$ cat src/rtl/vga_image_processing.sv
// 640x480 VGA timing generator feeding a streaming 12x12 tile averager.
// Each completed tile yields floor(sum/144) as a 4-bit brightness for glyph selection.
module vga_image_processing #(
  parameter int H_VIS  = 640,
  parameter int H_FP   = 16,
  parameter int H_SYNC = 96,
  parameter int H_BP   = 48,
  parameter int V_VIS  = 480,
  parameter int V_FP   = 10,
  parameter int V_SYNC = 2,
  parameter int V_BP   = 33,
  parameter int TILE   = 12
) (
  input  logic        clock,
  input  logic        rst,
  input  logic [3:0]  doutb,
  output logic        horiz_sync,
  output logic        vert_sync,
  output logic        video_on,
  output logic [11:0] pixel_row,
  output logic [11:0] pixel_column,
  output logic        pix_num,
  output logic [3:0]  average,
  output logic        average_valid
);

  localparam int H_TOT = H_VIS + H_FP + H_SYNC + H_BP;
  localparam int V_TOT = V_VIS + V_FP + V_SYNC + V_BP;
  localparam int N_TC  = H_VIS / TILE;
  localparam int IW    = $clog2(N_TC);

  localparam logic [11:0] H_LAST  = 12'(H_TOT - 1);
  localparam logic [11:0] V_LAST  = 12'(V_TOT - 1);
  localparam logic [11:0] H_VIS_L = 12'(H_VIS);
  localparam logic [11:0] V_VIS_L = 12'(V_VIS);
  localparam logic [11:0] HS_BEG  = 12'(H_VIS + H_FP);
  localparam logic [11:0] HS_END  = 12'(H_VIS + H_FP + H_SYNC);
  localparam logic [11:0] VS_BEG  = 12'(V_VIS + V_FP);
  localparam logic [11:0] VS_END  = 12'(V_VIS + V_FP + V_SYNC);
  localparam logic [3:0]  T_LAST  = 4'(TILE - 1);
  localparam logic [6:0]  N_TC_L  = 7'(N_TC);

  // Raster counters carry their own mod-TILE and tile-index companions so no divider is needed.
  logic [11:0] h_q, h_d, v_q, v_d;
  logic [3:0]  hm_q, hm_d, vm_q, vm_d;
  logic [6:0]  ht_q, ht_d;

  logic [11:0] col_q, row_q;
  logic        von_q, hs_q, vs_q, pn_q;
  logic [3:0]  cm_q, rm_q;
  logic [6:0]  ct_q;

  always_comb begin
    h_d  = h_q + 12'd1;
    hm_d = hm_q + 4'd1;
    ht_d = ht_q;
    v_d  = v_q;
    vm_d = vm_q;
    if (hm_q == T_LAST) begin
      hm_d = 4'd0;
      ht_d = ht_q + 7'd1;
    end
    if (h_q == H_LAST) begin
      h_d  = 12'd0;
      hm_d = 4'd0;
      ht_d = 7'd0;
      v_d  = v_q + 12'd1;
      vm_d = (vm_q == T_LAST) ? 4'd0 : vm_q + 4'd1;
      if (v_q == V_LAST) begin
        v_d  = 12'd0;
        vm_d = 4'd0;
      end
    end
  end

  always_ff @(posedge clock) begin
    if (!rst) begin
      h_q   <= 12'd0;
      v_q   <= 12'd0;
      hm_q  <= 4'd0;
      vm_q  <= 4'd0;
      ht_q  <= 7'd0;
      col_q <= 12'd0;
      row_q <= 12'd0;
      von_q <= 1'b0;
      hs_q  <= 1'b1;
      vs_q  <= 1'b1;
      pn_q  <= 1'b0;
      cm_q  <= 4'd0;
      rm_q  <= 4'd0;
      ct_q  <= 7'd0;
    end else begin
      h_q   <= h_d;
      v_q   <= v_d;
      hm_q  <= hm_d;
      vm_q  <= vm_d;
      ht_q  <= ht_d;
      col_q <= h_q;
      row_q <= v_q;
      von_q <= (h_q < H_VIS_L) && (v_q < V_VIS_L);
      hs_q  <= !((h_q >= HS_BEG) && (h_q < HS_END));
      vs_q  <= !((v_q >= VS_BEG) && (v_q < VS_END));
      pn_q  <= (h_q == 12'd0) && (v_q == 12'd0);
      cm_q  <= hm_q;
      rm_q  <= vm_q;
      ct_q  <= ht_q;
    end
  end

  assign pixel_column = col_q;
  assign pixel_row    = row_q;
  assign video_on     = von_q;
  assign horiz_sync   = hs_q;
  assign vert_sync    = vs_q;
  assign pix_num      = pn_q;

  logic [11:0]   acc_q [N_TC];
  logic [IW-1:0] idx;
  logic [11:0]   sum;
  logic [3:0]    avg_d, avg_q;
  logic          sample, tile_last, vld_q;

  // The partial tile at the right edge has no accumulator and is skipped.
  assign idx       = ct_q[IW-1:0];
  assign sample    = von_q && (ct_q < N_TC_L);
  assign tile_last = (cm_q == T_LAST) && (rm_q == T_LAST);
  assign sum       = acc_q[idx] + {8'd0, doutb};

  // Threshold ladder gives an exact floor(sum/144) over the whole 0..2160 range.
  always_comb begin
    avg_d = 4'd0;
    for (int k = 1; k <= 15; k++) begin
      if (sum >= 12'(TILE * TILE * k)) avg_d = 4'(k);
    end
  end

  always_ff @(posedge clock) begin
    if (!rst) begin
      for (int i = 0; i < N_TC; i++) acc_q[i] <= 12'd0;
      avg_q <= 4'd0;
      vld_q <= 1'b0;
    end else begin
      vld_q <= 1'b0;
      if (pn_q) begin
        for (int i = 0; i < N_TC; i++) acc_q[i] <= 12'd0;
      end
      if (sample) begin
        if (tile_last) begin
          acc_q[idx] <= 12'd0;
          avg_q      <= avg_d;
          vld_q      <= 1'b1;
        end else begin
          acc_q[idx] <= sum;
        end
      end
    end
  end

  assign average       = avg_q;
  assign average_valid = vld_q;

endmodule

$ cat config.mk
export PLATFORM = sky130hd
export DESIGN_NAME = vga_image_processing
export DESIGN_NICKNAME = d
export VERILOG_FILES = /design/src/rtl/vga_image_processing.sv
export SDC_FILE = /design/constraint.sdc
export NUM_CORES = 1
export LEC_CHECK = 0
export CAP_MARGIN = 15
export CORE_AREA = 5 5 242 303
export CTS_CLUSTER_SIZE = 25
export DETAILED_ROUTE_END_ITERATION = 12
export DIE_AREA = 0 0 247 308
export HOLD_SLACK_MARGIN = 0.02
export PLACE_DENSITY_LB_ADDON = 0.1
export SLEW_MARGIN = 20
export SYNTH_ARGS = -nofsm -noshare
export SYNTH_HDL_FRONTEND = slang
export SYNTH_SLANG_ARGS = --single-unit
$ cat constraint.sdc
create_clock -name clock -period 17.35 [get_ports clock]
set_clock_uncertainty 0.1 [all_clocks]
set_input_delay 3.47 -clock clock [delete_from_list [all_inputs] [get_ports clock]]
set_output_delay 3.47 -clock clock [all_outputs]
set_load 0.05 [all_outputs]
==> results.md <==
* Internal reg-to-reg setup slack at roughly 10 ns
* Main synth FF type: edfxtp_1
* Post-synth EDFFs at 768
* Tcrit/Tclk final at 43.5%
* PortBufs at 38
* Tmin final at 7.55 ns
* Global-route wire length before repair at 169,000 um
* Die area at 0.0761 mm2
* Crit path kind: reg -> reg
* Unrepaired setup endpoints after global routing: no
* GP Congestion at a little over 0.9
* Starting density of the core at ~53%
* Hold Path Class: reg -> reg
* Avg Cell Area, Syn at 12.6 um2
* CTS tree: done
* Initial antenna violation count at 1
* Leakage at 14.1 nW
* DR vias/cell at 6.27
* ANT nets after route at 0
* R2R Path End: acc_q[59][9]
* Die W at 247 um
* Async S/R FF share, synth at 0%
* Unique cell type count in the Yosys netlist at 100
* Hold Slack at about 0.37 ns
* Clk pwr share at 40.2%
* Layout Nets at roughly 3,000
* Placed cell areas at 0.0386 mm2
* CP Launch Type: register
* Reg power frac at 54.6%
* Final Cell Area at 0.0412 mm2
* Register area share after synthesis at 66.4%
* Slew at the pin with the worst max-slew slack at 1.25 ns
* FP Rows at between 100 and 150
* Max_slew headroom at 16.1%
* Number of post-CTS setup repair buffers at 0
* Fraction of layout cells with a size suffix above 1 at 11.9%
* WL/cell at 28.7 um
* Critical path capture point type: register
* Initial DRC Count at ~2,700
* Syn Inst Count at 2,955
* Drt first pass iters at 6
* Clock transition at the registers of the reported paths at ~0.06 ns
* Post-CTS sizing at 0
* Largest net degree at the start of global routing at 91
* Number of global-route vias before repair at 25,258
* Peak supply drop at ~0.081 mV
* Fmax at between 100 and 150 MHz
* Combinational Power Share at under 10%
* H-tree lvl count at 3
* WP data arrival at 7.75 ns
* Synth Warn # at 0
* CP required at 17.54 ns
* Reg-to-Reg Start: ct_q[0]
* Status: complete, no violations
* DR vias at 25,216
* Cell count of the worst hold path at 1
* Register bit total from synthesis at between 800 and 900
* Clock Tree Root: clkbuf_16
* WL final at between 100,000 and 150,000 um
* I/O pin count at 39
* Switching Fraction at 22.1%
* Setup_tns at 0 ns
* Slew Viols, Final at 0
* Clk buf depth at 3
* Net Sw Power at 0.976 mW
* Clock Sinks at 855
* Residual DRC at 0
* Hpwl dp at roughly 71,000 um
* Final core utilization at 58.7%
* Pwr/cell area at 107 mW/mm2
* Final Hold Vio Count at 0
* Number of max-cap violations at 0
* Total CTS buffers at 82
* Area Overhead vs Synth at 10.4%
* Cells on worst reg2reg path at 20
* Global route overflow at 0
* Total GRT Usage at 30.3%
* Worst Hold Path EP: hm_q[0]
* Cell Int Power at 3.43 mW
* Final setup fails at 0
* Die height at 308 um
* Hold Crit Start: hm_q[0]
* Clock latency on the worst-skew pair at ~0.64 ns
* Post-CTS Hold Fix Bufs at 0
* Most common cell after layout, fill and taps aside: edfxtp_1
* Core box area at 0.0702 mm2
* Synth Cell Area at 0.0374 mm2
* Critical Path Fanout Max at 75
* Most frequent cells in the layout: edfxtp_1, nor2_1, nand2_1
[cells by family (layout without fill, tap and decap cells)]
family | Yosys count | after routing | synth area share [%]
compound gates | 471 | 471 | 9.47
xor+xnor | 35 | 35 | 0.881
fa+ha+maj | 12 | 12 | 0.422
buf+inv | 282 | 275 | 3.90
flops | 855 | 855 | 66.4
mux | 160 | 160 | 5.63
other cells | 1 | 133 | 0.0100
simple gates | 1139 | 1139 | 13.3
[synth_stat cells, types with 22 or more instances]
master	number	share of area (%)
a22oi_1	93	1.9
mux2i_1	80	2.1
a21oi_1	74	0.99
a221oi_1	70	1.6
buf_6	36	1.1
nor2_1	689	6.9
nor2_2	51	0.85
clkbuf_1	151	1.5
edfxtp_1	768	62
and2_1	49	0.82
inv_1	22	0.22
mux2_2	34	1.0
a31oi_1	25	0.42
dfxtp_1	87	4.7
nand3_1	33	0.44
mux4_2	35	2.1
nand2_1	194	1.9
buf_2	45	0.60
o21ai_0	45	0.60
[area by class of cell]
cell class,instances,area (um2)
fill,5705,29000
sequential,855,24800
multi-input combinational,1949,11700
clock buffer,112,2250
tap,943,1180
timing repair buffer,100,866
clock inverter,35,350
inverter,28,105
antenna,1,2.50
[registers in the layout (all words and copies together), names as in the netlist, 4 cells and up]
| name | cells |
|---|---|
| average | 4 |
| cm_q | 4 |
| pixel_row | 12 |
| pixel_column | 12 |
| rm_q | 4 |
| vm_q | 4 |
| ht_q | 7 |
| ct_q | 7 |
| h_q | 12 |
| hm_q | 4 |
| acc_q | 768 |
| v_q | 12 |
[worst max-delay path: stages (launching register included)]
cell      delay [ns]
dfxtp_4         0.75
buf_12          0.48
nand2_2         0.34
nor2_4          0.61
buf_4           0.50
nand2_1         0.13
nand3_1         0.10
a221oi_1        0.05
o21ai_0         0.15
nand2_1         0.14
o21ai_0         0.79
ha_1            0.38
a21o_1          0.16
a21oi_1         0.22
nor2_1          0.08
or2_2           0.37
nand4_2         0.15
xor2_2          0.48
or2_2           0.21
buf_4           0.57
inv_1           0.33
[stage by stage]
step	cells	power (mW)	worst slack, ns
final	4023	4.41	9.80
after global routing	4022	4.53	9.48
after CTS	4022	4.42	10.03
after detailed placement	3875	2.68	9.99
after global placement	3875	2.67	10.05
after floorplan	3086	2.58	11.16
[how the worst max path moves through the flow]
stage / startpoint / to / depth (start not counted)
detailed placement: doutb[0] / acc_q[53][6] / 12
global placement: ct_q[0] / acc_q[56][9] / 20
global route: ct_q[0] / acc_q[59][9] / 20
finish: ct_q[0] / acc_q[59][9] / 20
floorplan: doutb[0] / acc_q[53][6] / 11
CTS: ct_q[0] / acc_q[58][9] / 20
[per-layer routing]
metal | vias to the layer above | track usage, % | part of all wire [%]
li1 | 10801 | - | -
met1 | 12586 | 39.3 | 37
met2 | 1492 | 49.5 | 48
met3 | 335 | 5.22 | 9.3
met4 | 2 | 15.4 | 6.1
met5 | - | 0 | 0.0078
[power by group through the flow]
stage	registers (mW)	logic, mW	clock network (mW)
5_1_grt	2.42	0.240	1.88
3_3_place_gp	2.45	0.221	0
6_report	2.41	0.226	1.77
4_1_cts	2.41	0.225	1.79
2_1_floorplan	2.44	0.140	0
3_5_place_dp	2.45	0.224	0
(Power assumes the default switching activity.)
